--- config.mk ---
export PLATFORM = sky130hd
export DESIGN_NAME = axis_result_tx
export DESIGN_NICKNAME = d
export VERILOG_FILES = /design/src/rtl/axis_result_tx.sv
export SDC_FILE = /design/constraint.sdc
export NUM_CORES = 2
export LEC_CHECK = 0
export ABC_AREA = 1
export BUFFER_PORTS_ARGS = -buffer_cell sky130_fd_sc_hd__buf_2
export CORE_MARGIN = 2
export CORE_UTILIZATION = 63
export CTS_CLUSTER_DIAMETER = 150
export DETAILED_ROUTE_END_ITERATION = 10
export PLACE_DENSITY_LB_ADDON = 0.05
export SYNTH_ARGS = -nofsm -noshare
export SYNTH_HDL_FRONTEND = slang
export SYNTH_SLANG_ARGS = --single-unit
export TNS_END_PERCENT = 10
--- constraint.sdc ---
create_clock -name clk -period 9.15 [get_ports clk]
set_clock_uncertainty 0.1 [all_clocks]
set_input_delay 0.915 -clock clk [delete_from_list [all_inputs] [get_ports clk]]
set_output_delay 0.915 -clock clk [all_outputs]
set_load 0.01 [all_outputs]
--- src/rtl/axis_result_tx.sv ---
// Requantizes signed accumulator lanes (ReLU, shift, zero-point, saturate) into
// signed bytes and streams them out over AXI4-Stream in fixed-size tiles.
module axis_result_tx #(
  parameter int ARRAY_COLS = 8,
  parameter int ACC_WIDTH  = 32,
  parameter int OUT_WIDTH  = 8,
  parameter int FIFO_DEPTH = 4
) (
  input  logic                             clk,
  input  logic                             rst,
  input  logic                             cfg_load,
  input  logic [4:0]                       cfg_shift,
  input  logic [7:0]                       cfg_zero_point,
  input  logic                             cfg_relu_en,
  input  logic [15:0]                      cfg_tile_beats,
  input  logic                             acc_valid,
  output logic                             acc_ready,
  input  logic [ARRAY_COLS*ACC_WIDTH-1:0]  acc_data,
  output logic [ARRAY_COLS*OUT_WIDTH-1:0]  m_axis_tdata,
  output logic [ARRAY_COLS*OUT_WIDTH/8-1:0] m_axis_tkeep,
  output logic                             m_axis_tlast,
  output logic                             m_axis_tvalid,
  input  logic                             m_axis_tready,
  output logic                             busy,
  output logic                             tile_done,
  output logic                             cfg_err,
  output logic [31:0]                      beats_sent
);

  localparam int DW = ARRAY_COLS * OUT_WIDTH;
  localparam int AW = ARRAY_COLS * ACC_WIDTH;
  localparam int PW = $clog2(FIFO_DEPTH);
  localparam int CW = PW + 1;
  localparam logic signed [ACC_WIDTH-1:0] SAT_MAX = ACC_WIDTH'((64'sd1 <<< (OUT_WIDTH - 1)) - 64'sd1);
  localparam logic signed [ACC_WIDTH-1:0] SAT_MIN = ~SAT_MAX;

  typedef enum logic {IDLE, RUN} state_t;

  state_t          state;
  logic [4:0]      shift_q;
  logic [7:0]      zp_q;
  logic            relu_q;
  logic [15:0]     tile_q;
  logic            cfg_err_q;
  logic            s1_valid;
  logic [AW-1:0]   s1_data;
  logic [DW-1:0]   mem [FIFO_DEPTH];
  logic [PW-1:0]   wr_ptr;
  logic [PW-1:0]   rd_ptr;
  logic [CW-1:0]   count;
  logic [15:0]     beat_cnt;
  logic [31:0]     beats_sent_q;

  logic [AW-1:0]   relu_data;
  logic [DW-1:0]   q_data;
  logic [CW-1:0]   pending;
  logic            acc_fire;
  logic            out_fire;
  logic            last_beat;
  logic            cfg_ok;

  function automatic logic [OUT_WIDTH-1:0] quantize(input logic signed [ACC_WIDTH-1:0] v,
                                                    input logic [4:0] sh,
                                                    input logic [7:0] zp);
    logic signed [ACC_WIDTH-1:0] shifted;
    logic signed [ACC_WIDTH-1:0] sum;
    shifted = v >>> sh;
    sum = shifted + {{(ACC_WIDTH-8){zp[7]}}, zp};
    if (sum > SAT_MAX)
      return SAT_MAX[OUT_WIDTH-1:0];
    else if (sum < SAT_MIN)
      return SAT_MIN[OUT_WIDTH-1:0];
    return sum[OUT_WIDTH-1:0];
  endfunction

  always_comb begin
    relu_data = acc_data;
    for (int i = 0; i < ARRAY_COLS; i++)
      if (relu_q && acc_data[ACC_WIDTH*i + ACC_WIDTH-1])
        relu_data[ACC_WIDTH*i +: ACC_WIDTH] = '0;
  end

  always_comb begin
    q_data = '0;
    for (int i = 0; i < ARRAY_COLS; i++)
      q_data[OUT_WIDTH*i +: OUT_WIDTH] = quantize(s1_data[ACC_WIDTH*i +: ACC_WIDTH], shift_q, zp_q);
  end

  // Beats in stage 1 already own a FIFO slot, so stage 2 can never overflow it.
  assign pending       = count + {{PW{1'b0}}, s1_valid};
  assign acc_ready     = (state == RUN) && (pending < CW'(FIFO_DEPTH));
  assign acc_fire      = acc_valid && acc_ready;
  assign m_axis_tvalid = (count != '0);
  assign out_fire      = m_axis_tvalid && m_axis_tready;
  assign m_axis_tdata  = mem[rd_ptr];
  assign m_axis_tkeep  = m_axis_tvalid ? '1 : '0;
  assign last_beat     = (beat_cnt == tile_q - 16'd1);
  assign m_axis_tlast  = m_axis_tvalid && last_beat;
  assign tile_done     = out_fire && last_beat;
  assign busy          = s1_valid || (count != '0) || (beat_cnt != '0);
  assign cfg_ok        = cfg_load && (cfg_tile_beats != '0) && !busy;
  assign cfg_err       = cfg_err_q;
  assign beats_sent    = beats_sent_q;

  always_ff @(posedge clk) begin
    if (rst) begin
      state        <= IDLE;
      shift_q      <= '0;
      zp_q         <= '0;
      relu_q       <= 1'b0;
      tile_q       <= '0;
      cfg_err_q    <= 1'b0;
      s1_valid     <= 1'b0;
      s1_data      <= '0;
      wr_ptr       <= '0;
      rd_ptr       <= '0;
      count        <= '0;
      beat_cnt     <= '0;
      beats_sent_q <= '0;
      for (int i = 0; i < FIFO_DEPTH; i++)
        mem[i] <= '0;
    end else begin
      cfg_err_q <= cfg_load && !cfg_ok;
      if (cfg_ok) begin
        state   <= RUN;
        shift_q <= cfg_shift;
        zp_q    <= cfg_zero_point;
        relu_q  <= cfg_relu_en;
        tile_q  <= cfg_tile_beats;
      end

      s1_valid <= acc_fire;
      if (acc_fire)
        s1_data <= relu_data;

      if (s1_valid) begin
        mem[wr_ptr] <= q_data;
        wr_ptr      <= wr_ptr + PW'(1);
      end
      if (out_fire)
        rd_ptr <= rd_ptr + PW'(1);

      case ({s1_valid, out_fire})
        2'b10:   count <= count + CW'(1);
        2'b01:   count <= count - CW'(1);
        default: count <= count;
      endcase

      if (out_fire) begin
        beat_cnt     <= last_beat ? 16'd0 : beat_cnt + 16'd1;
        beats_sent_q <= beats_sent_q + 32'd1;
      end
    end
  end

endmodule

==> results.cfg <==
[status]
status = finished, final reports clean

[cts]
post_cts_resized = 0
cts_hold_buf = 0
cts_sinks = 602
clk_pin_slew_ns = 0.07
clock_latency_ns = 0.71
root_buffer = clkbuf_16
cts_made_buffers = 61
postCtsSetupBuffers = 0
h-tree-depth = 2
cts_tree = done
clockBufferDepth = 3

[logic_synthesis]
synth.top_cell.area_share_pct = 22.4
avgSynthCellArea_sq_um = 5.83
ys_seq_area_share_pct = 25.1
synth.distinct_cells = 55
ys_top_cells_by_area = nand2_1 22%, edfxtp_1 13%, dfxtp_1 12%
synth_area_sq_um = 58200
ys_ff_latch = 602
synth_edf_count = 256
synthArstFlopShare_pct = 0
syn_inst = 9994
synth_top_cell_by_area = nand2_1
synth_warnings = 0
synth_ff_type = dfxtp_1
syn_nets = 10500

[place]
dpl.hpwl_um = 158000
placed_cells = 11200
io_buffers = 400
gp_congestion = 1.08
pre_cts_slack_ns = 3.14
postPlaceCellArea_sq_um = 60400

[timing]
setup_ws_ns = 2.73
fin_crit_sh_pct = 70.2
slew_viol_final = 0
final_hold_viol_count = 0
fmax_ghz = 0.156
finalSetupTns_ns = 0
setup_viol = 0
rsz0062_at_grt = false
slew-limit-headroom_pct = 19.6
tightest_slew_ns = 1.20
fin_crit_ns = 6.42

[die]
dieHeight_um = 308
core_sq_um = 91700
num_rows = 111
die_area_sq_um = 94900
start_util_pct = 63.5
pin_count = 401
die_w_um = 308

[route]
drtPass1Iterations = 9
drt_first_iter_violations = 8963
vias = 66000
wl_per_cell_um = 17.8
viasPerCell = 5.84
routed_wl_um = 201000
drcViolationCount = 0
antenna_left = 0

[setup_path]
critPathSlowestCell = o21ai_0
critical_path_required_ns = 9.56
critical_path_class = flop to flop
worstReg2RegStart = shift_q[0]
crit_start = shift_q[0]
start_kind = flop
cp_max_fo = 65
cp-end-kind = flop
cpPeakStageDelay_ns = 0.79
worstPathArrival_ns = 6.83

[finish]
fin_nets = 10600
design_area_sq_um = 62600
synthToLayoutAreaGrowth_pct = 7.54
fill_cells = 8507
instances_no_fill = 11300
drive_gt1_share_pct = 7.92

[pwr]
ir_drop_uv = 161
power.density_nw_per_um2 = 219
finalPower_mw = 13.7
p_leak_nw = 32.7

[grt]
grt_pass1_vias = 57000
globalRouteTotalUtil_pct = 40.8
grt_max_degree = 223
grt_overflow = 0
antenna_found_initial = 16
grt_first_pass_wirelength_um = 311000

[min_path]
min_path_type = input pin to flop
hp-start = acc_data[160]

[job]
max-cap-violations = 0
==> path summary, 6_finish.rpt <==
| path | end | slack (ns) | cells after the start |
|---|---|---|---|
| max | mem[2][32] | 2.73 | 28 |
| min | s1_data[160] | 0.32 | 3 |
| max reg2reg | mem[2][32] | 2.73 | 28 |
| min reg2reg | flop | 0.37 | 2 |
==> kinds of logic after synthesis <==
kind of cell	after synthesis	synth area share (%)
AOI/OAI and AO/OA	1367	12.6
DFF	602	25.1
and+or+nand+nor	5851	42.1
buffers and inverters	1703	11.1
xor gates and xnor gates	119	1.86
muxes	90	1.55
adders and majority gates	262	5.75
==> Yosys cell counts (all sizes together) (6+ instances only) <==
cell type / number
inv: 1237
a21o: 8
xor2: 64
or2: 16
clkbuf: 335
a21oi: 351
o21bai: 11
clkinv: 10
xnor2: 55
nor3: 78
buf: 121
and3: 6
edfxtp: 256
nand4: 77
a22oi: 22
nand3b: 59
ha: 253
nor4: 15
fa: 9
o21ai: 831
nand3: 1018
o211ai: 43
dfxtp: 346
nand2: 3586
a31oi: 17
mux2i: 90
nor2: 974
and2: 19
o22ai: 69
==> layer usage <==
layer | wire length [um] | vias up | global-route usage (%)
li1 | - | 32200 | -
met1 | 90300 | 29800 | 61.9
met2 | 80500 | 3676 | 58.2
met3 | 25500 | 326 | 8.49
met4 | 5070 | 6 | 10.4
met5 | 39 | - | 0
==> where the power goes <==
group	total [mW]	switching [mW]	internal (mW)	leakage, nW
combinational	7.83	5.50	2.33	26.2
sequential	3.17	0.224	2.95	5.46
clock	2.70	1.13	1.57	1.05
==> sequential cells by signal (all words and copies together) (netlist names), named ones only <==
| signal | flops |
|---|---|
| beat_cnt | 16 |
| beats_sent | 32 |
| cfg_err | 1 |
| count | 3 |
| mem | 256 |
| rd_ptr | 2 |
| relu_q | 1 |
| s1_data | 256 |
| s1_valid | 1 |
| shift_q | 5 |
| state | 1 |
| tile_q | 16 |
| wr_ptr | 2 |
| zp_q | 8 |
==> worst max-delay path, delay by kind of cell, from the launching register on <==
family,cells,cell delay (ns)
adders and majority gates,1,0.43
DFF,1,0.61
AOI/OAI and AO/OA,5,1.57
buffers and inverters,3,1.28
and+or+nand+nor,19,2.14
==> cell usage in the layout (no fill, tap or decap), types with 90 or more instances in the layout <==
master    count
buf_2       400
ha_1        253
inv_1      1212
dfxtp_1     338
nand2_1    3474
a21oi_1     336
nand2_2     109
nand3_1     994
o21ai_0     823
edfxtp_1    256
nor2_1      934
mux2i_1      90
==> cell type report <==
type / count / area (sq um) / area share (%)
diodes: 13 / 32.5 / 0.0520
clock buffers: 88 / 1720 / 2.74
clock inverters: 27 / 460 / 0.735
inverters: 1247 / 4710 / 7.53
multi-input cells: 7689 / 37200 / 59.4
flip-flops and latches: 602 / 14600 / 23.4
well taps: 1186 / 1480 / 2.37
repair buffers: 444 / 2360 / 3.76
==> per-stage QoR <==
stage,utilization [%],hold WS [ns]
after floorplan,-,0.334
after global placement,65.9,0.342
after detailed placement,65.9,0.364
after CTS,68.3,0.299
after global routing,68.3,0.331
final,68.3,0.322
Note: power is estimated with default switching activity, not from simulation.
